[src/rtl/uart_tx_fifo_pkg.sv]
// Shared UART constants and the byte type used by the transmit FIFO slice.
package uart_pkg;
  localparam int UART_DATA_W     = 8;
  localparam int UART_FIFO_DEPTH = 16;

  typedef logic [7:0] uart_byte_t;
endpackage

[src/rtl/uart_tx_fifo_if.sv]
// Host-write and transmitter-read handshake bundle around the UART TX FIFO.
interface uart_tx_fifo_if #(
  parameter int DATA_W = 8
);
  logic              wr_en;
  logic [DATA_W-1:0] wr_data;
  logic              wr_full;
  logic              wr_afull;
  logic              tx_valid;
  logic [DATA_W-1:0] tx_data;
  logic              tx_ready;

  modport master (
    output wr_en, wr_data, tx_ready,
    input  wr_full, wr_afull, tx_valid, tx_data
  );

  modport slave (
    input  wr_en, wr_data, tx_ready,
    output wr_full, wr_afull, tx_valid, tx_data
  );
endinterface

[src/rtl/uart_tx_fifo_mem.sv]
// DEPTH x DATA_W register array: synchronous write, asynchronous read, no reset.
module uart_fifo_mem #(
  parameter int DATA_W = 8,
  parameter int DEPTH  = 16,
  parameter int AW     = $clog2(DEPTH)
) (
  input  logic              clk,
  input  logic              we,
  input  logic [AW-1:0]     waddr,
  input  logic [DATA_W-1:0] wdata,
  input  logic [AW-1:0]     raddr,
  output logic [DATA_W-1:0] rdata
);
  logic [DATA_W-1:0] mem [DEPTH];

  // Storage write port.
  always_ff @(posedge clk) begin
    if (we) begin
      mem[waddr] <= wdata;
    end
  end

  assign rdata = mem[raddr];
endmodule

[src/rtl/uart_tx_fifo.sv]
// First-word fall-through byte FIFO feeding the UART transmitter.
module uart_tx_fifo
  import uart_pkg::*;
#(
  parameter int DATA_W    = UART_DATA_W,
  parameter int DEPTH     = UART_FIFO_DEPTH,
  parameter int AFULL_LVL = 12,
  localparam int AW = $clog2(DEPTH),
  localparam int CW = $clog2(DEPTH + 1)
) (
  input  logic          clk,
  input  logic          reset,
  uart_tx_fifo_if.slave bus,
  input  logic          flush,
  output logic          ovf,
  input  logic          ovf_clr,
  output logic [CW-1:0] count
);
  localparam logic [CW-1:0] FULL_CNT  = CW'(DEPTH);
  localparam logic [CW-1:0] AFULL_CNT = CW'(AFULL_LVL);

  logic [AW-1:0]     wr_ptr_r;
  logic [AW-1:0]     rd_ptr_r;
  logic [CW-1:0]     count_r;
  logic              ovf_r;
  logic              full_s;
  logic              valid_s;
  logic              push_s;
  logic              pop_s;
  logic              ovf_set_s;
  logic [DATA_W-1:0] rdata_s;

  uart_fifo_mem #(
    .DATA_W (DATA_W),
    .DEPTH  (DEPTH),
    .AW     (AW)
  ) u_mem (
    .clk   (clk),
    .we    (push_s),
    .waddr (wr_ptr_r),
    .wdata (bus.wr_data),
    .raddr (rd_ptr_r),
    .rdata (rdata_s)
  );

  // Occupancy decodes and handshake qualification; flush masks push and pop.
  always_comb begin
    full_s    = (count_r == FULL_CNT);
    valid_s   = (count_r != {CW{1'b0}});
    pop_s     = 1'b0;
    push_s    = 1'b0;
    ovf_set_s = 1'b0;
    if (!flush) begin
      pop_s     = valid_s && bus.tx_ready;
      push_s    = bus.wr_en && (!full_s || pop_s);
      ovf_set_s = bus.wr_en && full_s && !pop_s;
    end else begin
      pop_s     = 1'b0;
      push_s    = 1'b0;
      ovf_set_s = 1'b0;
    end
  end

  // Pointers and occupancy count.
  always_ff @(posedge clk or posedge reset) begin
    if (reset) begin
      wr_ptr_r <= {AW{1'b0}};
      rd_ptr_r <= {AW{1'b0}};
      count_r  <= {CW{1'b0}};
    end else if (flush) begin
      wr_ptr_r <= {AW{1'b0}};
      rd_ptr_r <= {AW{1'b0}};
      count_r  <= {CW{1'b0}};
    end else begin
      if (push_s) begin
        wr_ptr_r <= wr_ptr_r + AW'(1);
      end
      if (pop_s) begin
        rd_ptr_r <= rd_ptr_r + AW'(1);
      end
      case ({push_s, pop_s})
        2'b10:   count_r <= count_r + CW'(1);
        2'b01:   count_r <= count_r - CW'(1);
        default: count_r <= count_r;
      endcase
    end
  end

  // Sticky overflow; a new overflow wins over a simultaneous clear.
  always_ff @(posedge clk or posedge reset) begin
    if (reset) begin
      ovf_r <= 1'b0;
    end else if (ovf_set_s) begin
      ovf_r <= 1'b1;
    end else if (ovf_clr) begin
      ovf_r <= 1'b0;
    end
  end

  assign bus.tx_valid = valid_s;
  assign bus.tx_data  = valid_s ? rdata_s : {DATA_W{1'b0}};
  assign bus.wr_full  = full_s;
  assign bus.wr_afull = (count_r >= AFULL_CNT);
  assign ovf          = ovf_r;
  assign count        = count_r;
endmodule
[src/flat_wrapper.sv]
// flat-port wrapper written by rule: the top's interface ports become plain ports
module uart_tx_fifo_flat import uart_pkg::*;
#(
  parameter int DATA_W    = UART_DATA_W,
  parameter int DEPTH     = UART_FIFO_DEPTH,
  parameter int AFULL_LVL = 12,
  localparam int AW = $clog2(DEPTH),
  localparam int CW = $clog2(DEPTH + 1)
)
  (clk, reset, flush, ovf, ovf_clr, count, bus_wr_en, bus_wr_data, bus_tx_ready, bus_wr_full, bus_wr_afull, bus_tx_valid, bus_tx_data);
  uart_tx_fifo_if #(.DATA_W(DATA_W)) bus_i ();
  input  logic clk;
  input  logic reset;
  input  logic flush;
  output logic ovf;
  input  logic ovf_clr;
  output logic [CW-1:0] count;
  input wire logic [$bits(bus_i.wr_en)-1:0] bus_wr_en;
  input wire logic [$bits(bus_i.wr_data)-1:0] bus_wr_data;
  input wire logic [$bits(bus_i.tx_ready)-1:0] bus_tx_ready;
  output wire logic [$bits(bus_i.wr_full)-1:0] bus_wr_full;
  output wire logic [$bits(bus_i.wr_afull)-1:0] bus_wr_afull;
  output wire logic [$bits(bus_i.tx_valid)-1:0] bus_tx_valid;
  output wire logic [$bits(bus_i.tx_data)-1:0] bus_tx_data;
  assign bus_i.wr_en = bus_wr_en;
  assign bus_i.wr_data = bus_wr_data;
  assign bus_i.tx_ready = bus_tx_ready;
  assign bus_wr_full = bus_i.wr_full;
  assign bus_wr_afull = bus_i.wr_afull;
  assign bus_tx_valid = bus_i.tx_valid;
  assign bus_tx_data = bus_i.tx_data;
  uart_tx_fifo #(.DATA_W(DATA_W), .DEPTH(DEPTH), .AFULL_LVL(AFULL_LVL)) u_core (.clk(clk), .reset(reset), .bus(bus_i), .flush(flush), .ovf(ovf), .ovf_clr(ovf_clr), .count(count));
endmodule
[config.mk]
export PLATFORM = sky130hd
export DESIGN_NAME = uart_tx_fifo_flat
export DESIGN_NICKNAME = d
export VERILOG_FILES = /design/src/rtl/uart_tx_fifo_pkg.sv /design/src/rtl/uart_tx_fifo_if.sv /design/src/rtl/uart_tx_fifo_mem.sv /design/src/rtl/uart_tx_fifo.sv /design/src/flat_wrapper.sv
export SDC_FILE = /design/constraint.sdc
export NUM_CORES = 1
export LEC_CHECK = 0
export ABC_CLOCK_PERIOD_IN_PS = 5400
export BUFFER_PORTS_ARGS = -buffer_cell sky130_fd_sc_hd__buf_4
export CAP_MARGIN = 25
export CORE_ASPECT_RATIO = 1.1
export CORE_MARGIN = 10
export CORE_UTILIZATION = 65
export DETAILED_ROUTE_END_ITERATION = 8
export PLACE_DENSITY = 0.87
export SYNTH_ARGS = -nofsm -noshare
export SYNTH_HDL_FRONTEND = slang
export SYNTH_SLANG_ARGS = --single-unit
[constraint.sdc]
create_clock -name clk -period 5.4 [get_ports clk]
set_input_delay 0.27 -clock clk [delete_from_list [all_inputs] [get_ports clk]]
set_output_delay 0.27 -clock clk [all_outputs]
set_load 0.02 [all_outputs]
== After elaboration in Yosys (flattened, before gate mapping) ==
Memories as Yosys holds them, arrays and structs flattened.
Index checks and enable logic that the tools add are counted.

* Bits in registers: 14
* Bits in writable memories: 128
* Input bits: 14
* Output and inout bits: 17
* Word-level logic and storage cells: 39
* Memories kept: 1

{| class="wikitable"
|+ Memories
! memory !! words !! bits a word !! rd ports !! clocked after Yosys merged registers in !! wr ports !! line !! RTL
|-
| u_core.u_mem.mem || 16 || 8 || 1 || 0 || 1 || uart_tx_fifo_mem.sv:14 || <nowiki>logic [DATA_W-1:0] mem [DEPTH];</nowiki>
|}

* $add $sub $neg: 4
* Magnitude comparators: 1
* Eq/ne operators: 3
* Multiplexer cells: 14
* Reduce and logical (&&, ||, !) cells: 12

{| class="wikitable"
|+ Operators with widths
! kind !! number
|-
| $mux 4 || 4
|-
| $pmux 5 s2 || 1
|-
| $add 4x1->4 const B || 2
|-
| $mux 8 || 1
|-
| $mux 1 || 7
|-
| $reduce_bool 2->1 || 3
|-
| $add 5x1->5 const B || 1
|-
| $eq 5x5->1 const B || 1
|-
| $ge 5x4->1 const B || 1
|-
| $mux 5 || 1
|-
| $reduce_bool 5->1 || 1
|-
| $sub 5x1->5 const B || 1
|-
| $logic_and 1x1->1 || 4
|-
| $reduce_bool 3->1 || 1
|-
| $eq 2x1->1 const B || 1
|-
| $eq 2x2->1 const B || 1
|-
| $logic_not 1->1 || 2
|-
| $logic_or 1x1->1 || 1
|}

== Longest topological paths before layout ==
* Word-level depth: 8
* Mapped depth: 11

== By module ==
A second synthesis with hierarchy kept.

* Cell total of the unflattened synthesis: 327
* Area, all modules: 5,975.7 sq um

{| class="wikitable"
|+ Modules (own cells, without submodules)
! module !! instances !! cells each !! area an instance (sq um) !! seq. area each (sq um)
|-
| uart_fifo_mem || 1 || 221 || 4,987.3 || 3,843.7
|-
| uart_tx_fifo || 1 || 106 || 988.4 || 350.3
|}

== Worst setup path before layout ==
Ideal clock, no wire load.

* Kind: register to register
* Start: register u_core.count_r[3], in the netlist u_core.count[3]
* End: register u_core.count_r[4], in the netlist u_core.count[4]
* Library setup time: 0.135 ns
* Arrival: 2.386 ns
* Required time: 5.265 ns
* Slack: 2.879 ns
* Cell stages (with the launch flop): 10
* Clock period less this slack: 2.521 ns
* Cells stage by stage: dfrtp_1 -> nor4_4 -> nand2b_2 -> nor3b_1 -> ha_1 -> a21oi_1 -> or4_1 -> a22oi_1 -> or2_2 -> o22ai_1

* Cells in the longest elaborated chain, start to end: 8

{| class="wikitable"
|+ Ends and longest elaborated chain
! item !! line !! RTL
|-
| from (decl) || uart_tx_fifo.sv:24 || <nowiki>logic [CW-1:0] count_r;</nowiki>
|-
| from (signal assigned) || uart_tx_fifo.sv:69 || <nowiki>count_r <= {CW{1'b0}};</nowiki>
|-
| from (signal assigned) || uart_tx_fifo.sv:73 || <nowiki>count_r <= {CW{1'b0}};</nowiki>
|-
| from (signal assigned) || uart_tx_fifo.sv:82 || <nowiki>2'b10: count_r <= count_r + CW'(1);</nowiki>
|-
| $eq 5x5->1 / $reduce_bool 5->1 (equally long branches) || uart_tx_fifo.sv:48, uart_tx_fifo.sv:49 ||
|-
| $logic_not 1->1 / $logic_and 1x1->1 (equally long branches) || uart_tx_fifo.sv:55, uart_tx_fifo.sv:54 ||
|-
| $logic_or 1x1->1 || uart_tx_fifo.sv:55 || <nowiki>push_s = bus.wr_en && (!full_s || pop_s);</nowiki>
|-
| $logic_and 1x1->1 || uart_tx_fifo.sv:55 ||
|-
| $mux 1 || uart_tx_fifo.sv:53 || <nowiki>if (!flush) begin</nowiki>
|-
| $eq 2x1->1 / $eq 2x2->1 (equally long branches) || uart_tx_fifo.sv:81 || <nowiki>case ({push_s, pop_s})</nowiki>
|-
| $pmux 5 s2 || uart_tx_fifo.sv:81 ||
|-
| $mux 5 || uart_tx_fifo.sv:70 || <nowiki>end else if (flush) begin</nowiki>
|}

Parallel ways exist; a longest one is shown, timed or not.
A chain may end at the register's enable or synchronous reset.

== Worst setup path in the final report ==
* Start: register u_core.rd_ptr_r[1]
* End: output port bus_tx_data[2]

* Cells in the longest elaborated chain, start to end: 2

{| class="wikitable"
|+ Ends and longest elaborated chain
! item !! line !! RTL
|-
| from (decl) || uart_tx_fifo.sv:23 || <nowiki>logic [AW-1:0] rd_ptr_r;</nowiki>
|-
| from (signal assigned) || uart_tx_fifo.sv:68 || <nowiki>rd_ptr_r <= {AW{1'b0}};</nowiki>
|-
| from (signal assigned) || uart_tx_fifo.sv:72 || <nowiki>rd_ptr_r <= {AW{1'b0}};</nowiki>
|-
| from (signal assigned) || uart_tx_fifo.sv:79 || <nowiki>rd_ptr_r <= rd_ptr_r + AW'(1);</nowiki>
|-
| $mem_v2 16x8 || - ||
|-
| $mux 8 || uart_tx_fifo.sv:101 || <nowiki>assign bus.tx_data = valid_s ? rdata_s : {DATA_W{1'b0}};</nowiki>
|-
| to (decl) || flat_wrapper.sv:24 || <nowiki>output wire logic [$bits(bus_i.tx_data)-1:0] bus_tx_data;</nowiki>
|}

Every way passes these cells.

==> flow_summary.ini <==
[synth]
synth_flop_cell = edfxtp_1
post-synth-top-area-cell = edfxtp_1
synthTopCellsByArea = edfxtp_1 64%, mux4_2 6.0%, dfrtp_1 5.9%, mux2i_1 5.4%, nor2_1 1.6%
synth.area.mux_share_pct = 11.76
ys_seq_elements = 142
post-synth-top-area-fraction_pct = 64.29
synth_edf_count = 128
synth_top_family_by_area = multiplexers
synth-warning-count = 0
post_synth_and_or_nand_nor_area_fraction_pct = 6.069
post_synth_num_cell_types = 46
synth_area_mm2 = 0.005978
ys_seq_area_share_pct = 70.15
synth_compound_area_share_pct = 6.886
synth_area_per_cell_um2 = 16.07
synth-xor-area-share_pct = 1.172
netlist_instances = 372
synth_adder_area_share_pct = 1.465
postSynth.asyncResetShare_pct = 9.859
synth.net_count = 393

[timing]
tightest_slew_ns = 0.9292
skew_ns = 0.005887
grt_setup_unrepaired = no
finalCriticalPeriod_ns = 3.599
hold_violations = 0
fmax_mhz = 277.8
fin_setup_tns_ns = 0
period_share_pct = 66.66
drv_slew = 0
slew_headroom_pct = 38.05
setup-violations-final = 0

[die]
start_util_pct = 67.03
ioPinCount = 31
die_h_um = 120.6
rows = 36
dieArea_mm2 = 0.01344
die_w_um = 111.4
core_area_mm2 = 0.008919

[global_routing]
grt_max_degree = 29
met3_usage_pct = 6.924
grt.overflow.total = 0
use_met2_pct = 33.14
use_met1_pct = 22.69
grt_antenna_before_repair = 0
grt_util_all_layers_pct = 19.94
grt_pass1_wl_um = 20330
first_global_vias = 3560
top_usage_layer = met2

[clock_network]
h-tree-depth = 4
clkTransAtPathRegs_ns = 0.06
clock_sinks = 142
ctsLongestPathBuffers = 2
cts_buffers = 17
clk_latency_ns = 0.54
clockRootBuffer = clkbuf_8
cts_tree = built

[critical_path]
path_cells = nand2_1, o221ai_1, o32a_1, nand2_1, a21oi_1, buf_4
crit_fanout = 20
crit_top_cell = nand2_1
cp-end-kind = output pin
cpPeakStageDelay_ns = 0.95
cpMaxStageDelayCell = dfrtp_1
criticalPathCategory = reg -> out
critPathArrivalTime_ns = 3.33
worst-endpoint-required_ns = 5.13
startpoint_type = register

[detailed_routing]
vias_per_cell = 6.658
wirelength_um = 13150
vias = 3542
drtIter0Drc = 417
wl_per_cell_um = 24.72
ant_nets = 0
dr.pass1.iters = 5
drc = 0

[place]
gp_congestion = 0.8070
dpl.hpwl_um = 7940
port_buffers = 30

[hold_path]
min_path_type = in -> reg

[power_and_ir_drop]
p_leak_nw = 2.335
power_mw = 3.168
power_density_mw_per_mm2 = 460.0
ir_drop_mv = 0.4123

[layout]
final.fill_count = 489
drive_gt1_share_pct = 21.29
nets = 426
n_antenna_cell = 0
areaGrowthSynthToFinish_pct = 15.19

[flow_run]
drv_cap = 0

[outcome]
status = completed
[sequential cells by signal, indices dropped and copies added, names as in the netlist]
name	count
u_core.rd_ptr_r	4
u_core.u_mem.mem	128
u_core.wr_ptr_r	4
u_core.count	5
u_core.ovf	1
[metrics by stage]
| step | cell area, um2 | hold slack [ns] | util (%) | setup slack [ns] | std cells |
|---|---|---|---|---|---|
| finish | 6887 | 0.04270 | 77.22 | 1.801 | 532 |
| floorplan | 5978 | 0.1592 | - | 2.879 | 372 |
| global route | 6887 | 0.04479 | 77.22 | 1.690 | 532 |
| global placement | 6265 | 0.3508 | 70.24 | 2.549 | 498 |
| detailed placement | 6265 | 0.3528 | 70.24 | 2.470 | 498 |
| CTS | 6887 | 0.02177 | 77.22 | 1.858 | 532 |
[layout make-up]
| class | count | area (um2) | area share (%) |
|---|---|---|---|
| tap | 114 | 142.6 | 2.071 |
| timing repair buffer | 35 | 267.8 | 3.888 |
| clock inverter | 15 | 187.7 | 2.725 |
| multi-input combinational | 200 | 1645 | 23.89 |
| sequential | 142 | 4195 | 60.92 |
| clock buffer | 17 | 414.1 | 6.014 |
| inverter | 9 | 33.78 | 0.4906 |
[cells in the mapped netlist (2+ instances only)]
| master | instances |
|---|---|
| edfxtp_1 | 128 |
| mux2i_1 | 32 |
| nor2_1 | 26 |
| nand2_1 | 24 |
| mux4_2 | 16 |
| dfrtp_1 | 14 |
| a21oi_1 | 12 |
| o21ai_0 | 11 |
| clkbuf_1 | 9 |
| o22ai_1 | 9 |
| inv_1 | 8 |
| o221ai_1 | 8 |
| o32a_1 | 8 |
| ha_1 | 7 |
| nand2b_1 | 5 |
| xor2_1 | 5 |
| buf_2 | 4 |
| buf_4 | 4 |
| nor3_1 | 4 |
| nand3_1 | 3 |
| xnor2_1 | 3 |
| a31oi_1 | 2 |
| buf_6 | 2 |
| mux2_1 | 2 |
| nand4_1 | 2 |
| nor3b_1 | 2 |
| o31ai_1 | 2 |
| or3_1 | 2 |
[worst paths after layout]
kind / depth (start not counted) / from / slack (ns) / end
max: 6 / u_core.rd_ptr_r[1]$_DFFE_PP0P_ / 1.80 / bus_tx_data[2]
min: 1 / bus_wr_data[7] / 0.04 / u_core.u_mem.mem[4][7]$_DFFE_PP_
max reg2reg: 9 / u_core.count[3]$_DFFE_PP0P_ / 2.43 / u_core.count[4]$_DFFE_PP0P_
min reg2reg: 2 / u_core.ovf$_DFFE_PP0P_ / 0.55 / u_core.ovf$_DFFE_PP0P_
max in group asynchronous: 3 / reset / 4.63 / u_core.rd_ptr_r[0]$_DFFE_PP0P_
min in group asynchronous: 3 / reset / 0.35 / u_core.wr_ptr_r[0]$_DFFE_PP0P_
[layout by cell type (no fill, tap or decap), types with 2 or more instances in the layout]
master         count
a31oi_1            2
mux2i_1           32
o32a_1             8
mux2_1             2
buf_4             33
nand2b_1           5
clkbuf_16         16
nor3b_1            2
dfrtp_1           13
or3_1              2
nor3_1             2
a21oi_1           12
nor3_2             2
clkinv_4           5
nand4_1            2
o22ai_1            9
ha_1               7
nand2_1           24
o221ai_1           8
o31ai_1            2
clkinvlp_4         3
nor2_1            26
o21ai_0           11
mux4_2            16
edfxtp_1         128
xnor2_1            3
dlygate4sd3_1      2
xor2_1             5
nand3_1            3
inv_6              3
bufinv_16          3
inv_1              8
[logic make-up (layout without fill, tap and decap cells)]
logic type | count (synthesis) | in the layout
adder cells (fa/ha/maj) | 7 | 7
flip-flops | 142 | 142
AO/OA/AOI/OAI | 59 | 59
AND/OR/NAND/NOR | 76 | 76
buffers and inverters | 30 | 76
multiplexers | 50 | 50
XOR/XNOR | 8 | 8
[layer usage]
metal | routed length, um | vias to the layer above
met2 | 6753 | 221
li1 | - | 1525
met3 | 1146 | 42
met1 | 4795 | 1754
met4 | 456 | 0
met5 | 0 | -
[timing repair]
item	4_1_cts	5_1_grt
resized for setup	0	0
buffers inserted	0	0
hold endpoints to repair	15	0
hold buffers	2	0
[worst max-delay path: cells and delay by family, from the launching register on]
family,cells,cell delay [ns]
flip-flops,1,0.95
AO/OA/AOI/OAI,3,0.94
AND/OR/NAND/NOR,2,0.71
buffers and inverters,1,0.19
[where the power goes]
| part | switching (mW) | internal, mW |
|---|---|---|
| Combinational | 0.357 | 0.313 |
| Clock | 0.465 | 0.710 |
| Sequential | 0.0976 | 1.22 |
| Total | 0.920 | 2.25 |
(Power assumes the default switching activity.)
